[src/rtl/audio_clip_player.sv]
// Voice-prompt clip player: fetches CLIP_LEN samples from a 1-cycle-latency ROM at
// one sample per SAMPLE_DIV clocks and drives a PWM pin. Optional AUDIO_END_MARKER_EN.
module audio_clip_player #(
  parameter int ADDR_W     = 17,
  parameter int CLIP_LEN   = 4096,
  parameter int SAMPLE_DIV = 6250
) (
  input  logic              clk,
  input  logic              rst,
  input  logic              play_audio,
  input  logic [ADDR_W-1:0] mem_addr,
  input  logic [7:0]        rom_data,
  output logic              rom_en,
  output logic [ADDR_W-1:0] rom_addr,
  output logic              pwm_out,
  output logic              busy,
  output logic              done
);

  localparam int OFF_W = (CLIP_LEN > 1) ? $clog2(CLIP_LEN) : 1;
  localparam int DIV_W = $clog2(SAMPLE_DIV);
  localparam logic [OFF_W-1:0] OFF_LAST = OFF_W'(CLIP_LEN - 1);
  localparam logic [DIV_W-1:0] DIV_LAST = DIV_W'(SAMPLE_DIV - 1);
  localparam logic [DIV_W-1:0] DIV_CAP  = DIV_W'(1);

  typedef enum logic [1:0] {IDLE, PLAY, FINISH} state_t;

  state_t            state_q, state_d;
  logic              play_prev_q;
  logic [ADDR_W-1:0] base_q, base_d;
  logic [OFF_W-1:0]  offset_q, offset_d;
  logic [DIV_W-1:0]  div_cnt_q, div_cnt_d;
  logic [7:0]        sample_q, sample_d;
  logic [7:0]        pwm_cnt_q, pwm_cnt_d;
  logic              rom_en_q, rom_en_d;
  logic [ADDR_W-1:0] rom_addr_q, rom_addr_d;
  logic              pwm_out_q, pwm_out_d;
  logic              busy_q, busy_d;
  logic              done_q, done_d;
  logic              trigger;

  assign trigger = play_audio & ~play_prev_q;

  always_comb begin
    state_d   = state_q;
    base_d    = base_q;
    offset_d  = offset_q;
    div_cnt_d = div_cnt_q;
    sample_d  = sample_q;
    pwm_cnt_d = pwm_cnt_q + 8'd1;

    unique case (state_q)
      IDLE: begin
        if (trigger) begin
          base_d    = mem_addr;
          offset_d  = '0;
          div_cnt_d = '0;
          sample_d  = '0;
          state_d   = PLAY;
        end
      end
      PLAY: begin
        div_cnt_d = (div_cnt_q == DIV_LAST) ? '0 : div_cnt_q + 1'b1;
        if (div_cnt_q == DIV_CAP) sample_d = rom_data;
        if (div_cnt_q == DIV_LAST) begin
          if (offset_q == OFF_LAST) state_d = FINISH;
          else                      offset_d = offset_q + 1'b1;
        end
`ifdef AUDIO_END_MARKER_EN
        // A zero byte terminates the clip; nothing further is fetched.
        if (div_cnt_q == DIV_CAP && rom_data == 8'h00) begin
          sample_d = '0;
          state_d  = FINISH;
        end
`endif
      end
      FINISH: begin
        sample_d = '0;
        state_d  = IDLE;
      end
      default: state_d = IDLE;
    endcase

    // Outputs are computed from next-state values so the registered copies line up
    // with the cycle in which div_cnt/state actually hold those values.
    rom_en_d   = (state_d == PLAY) && (div_cnt_d == '0);
    rom_addr_d = rom_en_d ? base_d + ADDR_W'(offset_d) : rom_addr_q;
    busy_d     = (state_d == PLAY);
    done_d     = (state_d == FINISH);
    pwm_out_d  = busy_d && (pwm_cnt_d < sample_d);
  end

  // The play edge detector keeps sampling through reset so a level held across
  // reset release is not mistaken for a fresh request.
  always_ff @(posedge clk) begin
    play_prev_q <= play_audio;
    if (rst) begin
      state_q    <= IDLE;
      base_q     <= '0;
      offset_q   <= '0;
      div_cnt_q  <= '0;
      sample_q   <= '0;
      pwm_cnt_q  <= '0;
      rom_en_q   <= 1'b0;
      rom_addr_q <= '0;
      pwm_out_q  <= 1'b0;
      busy_q     <= 1'b0;
      done_q     <= 1'b0;
    end else begin
      state_q    <= state_d;
      base_q     <= base_d;
      offset_q   <= offset_d;
      div_cnt_q  <= div_cnt_d;
      sample_q   <= sample_d;
      pwm_cnt_q  <= pwm_cnt_d;
      rom_en_q   <= rom_en_d;
      rom_addr_q <= rom_addr_d;
      pwm_out_q  <= pwm_out_d;
      busy_q     <= busy_d;
      done_q     <= done_d;
    end
  end

  assign rom_en   = rom_en_q;
  assign rom_addr = rom_addr_q;
  assign pwm_out  = pwm_out_q;
  assign busy     = busy_q;
  assign done     = done_q;

endmodule

[config.mk]
export PLATFORM = sky130hd
export DESIGN_NAME = audio_clip_player
export DESIGN_NICKNAME = d
export VERILOG_FILES = /design/src/rtl/audio_clip_player.sv
export SDC_FILE = /design/constraint.sdc
export NUM_CORES = 1
export LEC_CHECK = 0
export CORE_ASPECT_RATIO = 1.25
export CORE_MARGIN = 1.5
export CORE_UTILIZATION = 55
export DETAILED_ROUTE_END_ITERATION = 12
export GPL_TIMING_DRIVEN = 0
export PLACE_DENSITY = 0.85
export SYNTH_ARGS = -nofsm -noshare
export SYNTH_HDL_FRONTEND = slang
export SYNTH_SLANG_ARGS = --single-unit
[constraint.sdc]
create_clock -name clk -period 4.8 [get_ports clk]
set_input_delay 0.48 -clock clk [delete_from_list [all_inputs] [get_ports clk]]
set_output_delay 0.48 -clock clk [all_outputs]
set_load 0.02 [all_outputs]
==> results of run 1 <==
==> Yosys cell counts, drive strengths merged (4+ instances only) <==
cell,instances,area share (%)
xor2,7,1.3
a31oi,17,2.4
nor2b,6,0.79
dfxtp,82,35
o211ai,5,0.79
o21a,7,1.1
a211o,5,0.92
mux2i,9,1.9
nor4b,4,1.2
o21ai,24,2.5
o31ai,13,2.1
and2,30,4.0
nor3,13,1.6
a211oi,6,0.95
ha,23,6.1
and3,11,1.5
and4,8,1.5
inv,12,0.95
nand4,17,2.6
nand2,64,5.1
xnor2,11,2.0
clkbuf,25,2.0
nor2,53,4.2
a21oi,34,3.6
or3,6,0.90
nor4,8,1.1
a22oi,11,1.7
nand3,18,2.0
buf,13,1.7
==> how the worst min path moves through the flow <==
stage	start	to	slack, ns	cells past startpoint
6_report	rom_addr[15]$_SDFFE_PP0P_	rom_addr[15]$_SDFFE_PP0P_	0.47	2
2_1_floorplan	pwm_cnt_q[0]$_SDFF_PP0_	pwm_cnt_q[0]$_SDFF_PP0_	0.44	1
3_5_place_dp	rom_addr[15]$_SDFFE_PP0P_	rom_addr[15]$_SDFFE_PP0P_	0.46	2
5_1_grt	rom_addr[14]$_SDFFE_PP0P_	rom_addr[14]$_SDFFE_PP0P_	0.49	2
3_3_place_gp	rom_addr[10]$_SDFFE_PP0P_	rom_addr[10]$_SDFFE_PP0P_	0.45	2
4_1_cts	rom_addr[15]$_SDFFE_PP0P_	rom_addr[15]$_SDFFE_PP0P_	0.47	2
==> layout make-up <==
| cell class | count | area, um2 |
|---|---|---|
| Buffer | 38 | 176.4 |
| Clock buffer | 12 | 145.1 |
| Clock inverter | 4 | 51.30 |
| Fill cell | 706 | 2746 |
| Inverter | 12 | 45.04 |
| Multi-Input combinational cell | 446 | 2889 |
| Sequential cell | 82 | 1642 |
| Tap cell | 97 | 121.4 |
| Timing Repair Buffer | 47 | 470.5 |
==> what timing repair did <==
item | CTS | global route
setup endpoints to repair | 0 | 2
gates resized for setup | 0 | 1
buffers inserted | 0 | 0
==> stage by stage <==
step                      instances  worst slack [ns]  instance area [um2]  power (W)  hold WS [ns]
final                           738            0.2143                 5540   0.001498        0.4682
after global routing            738           0.04040                 5540   0.001553        0.4931
after CTS                       738            0.1906                 5532   0.001492        0.4675
after detailed placement        722            0.2274                 5335  0.0009957        0.4569
after global placement          722            0.2577                 5335  0.0009874        0.4491
after floorplan                 578            0.9924                 4743  0.0008946        0.4376
==> registers in the layout, indices dropped and copies added, names as in the netlist, 2 cells and up <==
signal / cells
pwm_cnt_q: 8
base_q: 17
sample_q: 8
offset_q: 12
state_q: 2
rom_addr: 17
div_cnt_q: 13
==> power groups by stage <==
| stage | registers, W | logic, W | clock network (W) |
|---|---|---|---|
| CTS | 0.000717 | 0.000264 | 0.000511 |
| floorplan | 0.000745 | 0.000150 | 0 |
| finish | 0.000717 | 0.000268 | 0.000513 |
| detailed placement | 0.000733 | 0.000263 | 0 |
| global route | 0.000720 | 0.000288 | 0.000545 |
| global placement | 0.000732 | 0.000255 | 0 |
==> worst max-delay path: cells and delay by family (launching register included) <==
family	cells	cell delay [ns]
AO/OA/AOI/OAI	7	1.91
adder cells (fa/ha/maj)	2	0.43
flip-flops	1	0.46
multiplexers	1	0.12
AND/OR/NAND/NOR	6	1.59
==> metal layers <==
layer  vias to the layer above  wire (um)
li1                       2222          -
met1                      2210       5248
met2                       182       6694
met3                        59        771
met4                         0        649
met5                         -          0
==> kinds of logic after synthesis <==
| logic type | Yosys count | share of synthesized area, % |
|---|---|---|
| flip-flops | 82 | 34.61 |
| AND/OR/NAND/NOR | 245 | 27.25 |
| XOR/XNOR | 18 | 3.324 |
| multiplexers | 11 | 2.374 |
| AO/OA/AOI/OAI | 148 | 21.29 |
| buffers and inverters | 50 | 4.669 |
| adder cells (fa/ha/maj) | 24 | 6.489 |
==> flow_summary.yaml, run 1 <==
clocking:
  tritoncts_clock_tree: "done"
  clk_buf_depth: 2
  cts-buffers-inserted: 9
  number_of_sinks_driven_by_the_clock_tree: 82
  clk_transition_reported_paths_ns: 0.09
  htree_levels: 3
  clkLatencyLatePin_ns: 0.37
  cts_root_buf: "clkbuf_8"
  hold_buffers: 0
routing:
  vias: 4673
  drt-wirelength-per-cell_um: 18.11
  vias_per_cell: 6.332
  drt_first_pass_iters: 5
  drt_iter0_drc: 360
  drc_markers: 0
  drt.antenna.violating_nets: 0
  wirelength_mm: 13.36
pwr:
  cell_internal_pwr_w: 0.001067
  cellLeakagePower_nw: 2.154
  power_switching_share_pct: 28.82
  reg_power_share_pct: 47.9
  irDropWorstVdd_mv: 0.1881
  share_clk_of_total_power_pct: 34.3
  power_frac_comb_pct: 17.9
  pwr_dens_nw_per_um2: 270.5
  power.switching_w: 0.0004319
global_routing:
  globalRoute.busiestLayer: "met2"
  grtUsageMet3_pct: 5.620
  overflow: 0
  grt_pass1_wl_mm: 21.76
  number_of_antenna_violations_at_the_first_check_in_global_routing: 0
  use_met2_pct: 52.59
  grtUsageMet1_pct: 33.72
  gr-usage-all-layers_pct: 30.29
  largest_net_degree_at_the_start_of_global_routing: 14
  first_global_vias: 4699
sta:
  fmax_mhz: 218.1
  hold_viol_final: 0
  worst_clock_skew_ns: 0.01104
  drv_slew: 0
  grt_setup_unrepaired: "false"
  min_period_ns: 4.586
  tightestPinTransition_ns: 0.6900
  setup_viol_count_final: 0
  remaining_max_slew_budget_at_the_tightest_pin_pct: 53.88
  period_share_pct: 95.54
  finalSetupTns_ns: 0
finish:
  design.final.nets: 688
  post_route_cells_drive_above_1_share_pct: 7.020
  flow.area_growth_from_synthesis_pct: 16.80
  most-common-layout-cells: "82 x dfxtp_1, 64 x nand2_1, 53 x nor2_1"
  insertedDiodeCount: 0
  most_common_library_cell_in_the_layout_ignoring_fill_and_taps: "dfxtp_1"
  final_core_utilization_pct: 66.86
floorplanning:
  boundaryPins: 49
  initial_core_util_pct: 57.24
  placementRows: 37
  floorplan.core_area_um2: 8287
  die_w_um: 86.06
  floorplan.die_area_um2: 9194
  die_y_um: 106.8
critical_path:
  cp_cell_sequence: "ha_1, nor4b_4, nand4_4, a31oi_4, nand2_1, o21a_1, o21ai_0, nand2_1, ha_1, or3_1, or2_2, o221a_2, o21ai_0, a21oi_1, a221o_1, mux2i_1"
  timing.reg2reg.worst_path_depth: 16
  reg2reg_from: "div_cnt_q[0]$_SDFF_PP0_"
  crit_type: "reg -> reg"
  highest_delay_cell_along_the_critical_path: "dfxtp_1"
  r2r_setup_slack_ns: 0.21
  cp-end-kind: "register"
  critPathRequiredTime_ns: 5.09
  startpoint: "div_cnt_q[0]$_SDFF_PP0_"
  crit_path_largest_cell_delay_ns: 0.46
  start_kind: "register"
  worst_r2r_endpoint: "rom_addr[14]$_SDFFE_PP0P_"
  crit_fanout: 10
  worst-endpoint-arrival_ns: 4.88
  endpoint: "rom_addr[14]$_SDFFE_PP0P_"
synthesis:
  seq_area_frac_synth_pct: 34.61
  yosys_most_used_dff: "dfxtp_1"
  synth.distinct_cells: 64
  yosys_warnings: 0
  synthesis.area_per_instance_um2: 8.206
  synth.net_count: 630
  synth_enable_flop_cells: 0
  synthArstFlopShare_pct: 0
  synthesized_flop_and_latch_total: 82
  post_synth_instance_area_um2: 4743
  postSynthCellCount: 578
place:
  port_buffers: 47
  dp_hpwl_mm: 10.04
  gp_congestion: 0.9353
worst_hold_path:
  min-delay-path-class: "reg -> reg"
status:
  run_status: "finished clean"
flow_run:
  cap_viol_max_count: 0
(Power assumes the default switching activity.)
==> run 2, diff against run 1 <==
--- a/config.mk
+++ b/config.mk
@@ -5,12 +5,15 @@
 export SDC_FILE = /design/constraint.sdc
 export NUM_CORES = 1
 export LEC_CHECK = 0
+export CELL_PAD_IN_SITES_DETAIL_PLACEMENT = 0
+export CELL_PAD_IN_SITES_GLOBAL_PLACEMENT = 2
 export CORE_ASPECT_RATIO = 1.25
 export CORE_MARGIN = 1.5
-export CORE_UTILIZATION = 55
+export CORE_UTILIZATION = 38
 export DETAILED_ROUTE_END_ITERATION = 12
+export DONT_BUFFER_PORTS = 1
 export GPL_TIMING_DRIVEN = 0
-export PLACE_DENSITY = 0.85
+export PLACE_DENSITY = 0.86
 export SYNTH_ARGS = -nofsm -noshare
 export SYNTH_HDL_FRONTEND = slang
 export SYNTH_SLANG_ARGS = --single-unit
==> run 2 against run 1 <==
Net effect: final cell count rose by 2.7%; sequential power rose by 2%; sequential share of layout area rose by 1.4 points; design area fell by 4.6%; die area rose by 43%; critical endpoint is now rom_addr[12]$_SDFFE_PP0P_; maximum frequency rose by 2.5%; worst hold slack got worse by 0.31 ns; count of clock-buffer cells in the layout fell by 2.
==> flow_summary.yaml, run 2 (synthesized netlist as in run 1, its figures left out) <==
global_routing:
  largest_net_degree_at_the_start_of_global_routing: 16
  overflow: 0
  first_global_vias: 4309
  number_of_antenna_violations_at_the_first_check_in_global_routing: 0
  grt_pass1_wl_mm: 22.51
  gr-usage-all-layers_pct: 22.85
sta:
  grt_setup_unrepaired: "false"
  worst_clock_skew_ns: 0.009615
  postLayoutSetupSlackWorst_ns: 0.3253
  worst_hold_slack_ns: 0.1556
  min_period_ns: 4.475
  fmax_mhz: 223.5
  finalSetupTns_ns: 0
  period_share_pct: 93.22
  hold_viol_final: 0
  tightestPinTransition_ns: 0.7590
  setup_viol_count_final: 0
  drv_slew: 0
  remaining_max_slew_budget_at_the_tightest_pin_pct: 49.40
finish:
  flow.area_growth_from_synthesis_pct: 11.45
  most-common-layout-cells: "82 x dfxtp_1, 64 x nand2_1, 52 x nor2_1"
  design.final.nets: 641
  post_route_cells_drive_above_1_share_pct: 8.081
  most_common_library_cell_in_the_layout_ignoring_fill_and_taps: "dfxtp_1"
  instances_no_fill: 758
  final_core_utilization_pct: 43.47
  insertedDiodeCount: 0
floorplanning:
  boundaryPins: 49
  floorplan.core_area_um2: 12160
  die_y_um: 127.9
  die_w_um: 102.9
  floorplan.die_area_um2: 13170
  placementRows: 45
  initial_core_util_pct: 39.00
routing:
  drt-wirelength-per-cell_um: 18.66
  wirelength_mm: 14.14
  vias_per_cell: 5.719
  drt.antenna.violating_nets: 0
  drt_first_pass_iters: 4
  drt_iter0_drc: 218
  drc_markers: 0
  vias: 4335
critical_path:
  crit_type: "reg -> reg"
  startpoint: "div_cnt_q[0]$_SDFF_PP0_"
  reg2reg_from: "div_cnt_q[0]$_SDFF_PP0_"
  cp-end-kind: "register"
  timing.reg2reg.worst_path_depth: 16
  critPathRequiredTime_ns: 5.10
  worst_r2r_endpoint: "rom_addr[12]$_SDFFE_PP0P_"
  start_kind: "register"
  endpoint: "rom_addr[12]$_SDFFE_PP0P_"
  crit_fanout: 10
  r2r_setup_slack_ns: 0.33
  worst-endpoint-arrival_ns: 4.77
pwr:
  cellLeakagePower_nw: 2.043
  power.switching_w: 0.0004736
  share_clk_of_total_power_pct: 45.2
  irDropWorstVdd_mv: 0.1899
  cell_internal_pwr_w: 0.001251
  pwr_dens_nw_per_um2: 326.3
  reg_power_share_pct: 42.5
  power_switching_share_pct: 27.46
  power_frac_comb_pct: 12.2
clocking:
  post-cts-setup-buffer-count: 0
  tritoncts_clock_tree: "done"
  post_cts_resize_count: 0
  clk_buf_depth: 2
  clkLatencyLatePin_ns: 0.35
  cts-buffers-inserted: 9
  hold_buffers: 0
  cts_root_buf: "clkbuf_16"
  htree_levels: 3
  clk_transition_reported_paths_ns: 0.07
  number_of_sinks_driven_by_the_clock_tree: 82
status:
  run_status: "finished clean"
place:
  dp_hpwl_mm: 10.68
  place_inst: 742
  gp_congestion: 0.8756
  port_buffers: 0
  dp_worst_setup_slack_ns: 0.2793
worst_hold_path:
  min-delay-path-class: "in -> reg"
flow_run:
  cap_viol_max_count: 0
==> run 2: cell count changes in the layout (fill, tap and decap cells not counted), sizes merged <==
cell and change:
clkdlybuf4s50 -47, clkbuf -2, inv +2, bufinv +1, clkinv -1
==> run 2: how the worst min path moves through the flow <==
stage,from,endpoint,depth (start not counted)
floorplan,pwm_cnt_q[0]$_SDFF_PP0_,pwm_cnt_q[0]$_SDFF_PP0_,1
global placement,pwm_cnt_q[0]$_SDFF_PP0_,pwm_cnt_q[0]$_SDFF_PP0_,1
detailed placement,pwm_cnt_q[0]$_SDFF_PP0_,pwm_cnt_q[0]$_SDFF_PP0_,1
CTS,play_audio,play_prev_q$_DFF_P_,0
global route,play_audio,play_prev_q$_DFF_P_,0
finish,play_audio,play_prev_q$_DFF_P_,0
==> run 2: routing by layer <==
metal	track usage [%]	share of wire, %
met1	27.24	42
met2	39.05	50
met3	4.089	4.5
met4	11.13	3.2
met5	0	0
==> run 2: stage by stage <==
step / power (W) / instance area, um2
floorplan: 0.0008946 / 4743
global placement: 0.0009576 / 4949
detailed placement: 0.0009610 / 4949
CTS: 0.001744 / 5284
global route: 0.001790 / 5286
finish: 0.001725 / 5286
==> run 2: final cells by class <==
cell class                      count  area (um2)
Sequential cell                    82        1642
Tap cell                          164       205.2
Clock inverter                      6       96.34
Inverter                           12       45.04
Fill cell                        1270        6875
Multi-Input combinational cell    446        2883
Clock buffer                       10       239.0
Buffer                             38       176.4
==> run 2: power by group through the flow <==
stage	combinational, W	clock [W]	sequential, W
4_1_cts	0.000212	0.000798	0.000734
2_1_floorplan	0.000150	0	0.000745
3_3_place_gp	0.000209	0	0.000749
5_1_grt	0.000235	0.000820	0.000735
3_5_place_dp	0.000211	0	0.000749
6_report	0.000211	0.000780	0.000734
==> run 2: critical path, stage by stage, from the launching register on <==
cell and delay (ns):
dfxtp_1 0.46, ha_1 0.22, nor4b_4 0.30, nand4_4 0.27, a31oi_2 0.42, nand2_1 0.15
o21a_1 0.20, o21ai_0 0.21, nand2_1 0.09, ha_1 0.22, or3_1 0.41, or2_2 0.30
o221a_2 0.23, o21ai_1 0.29, a21oi_1 0.16, xnor2_1 0.32, o211a_1 0.18
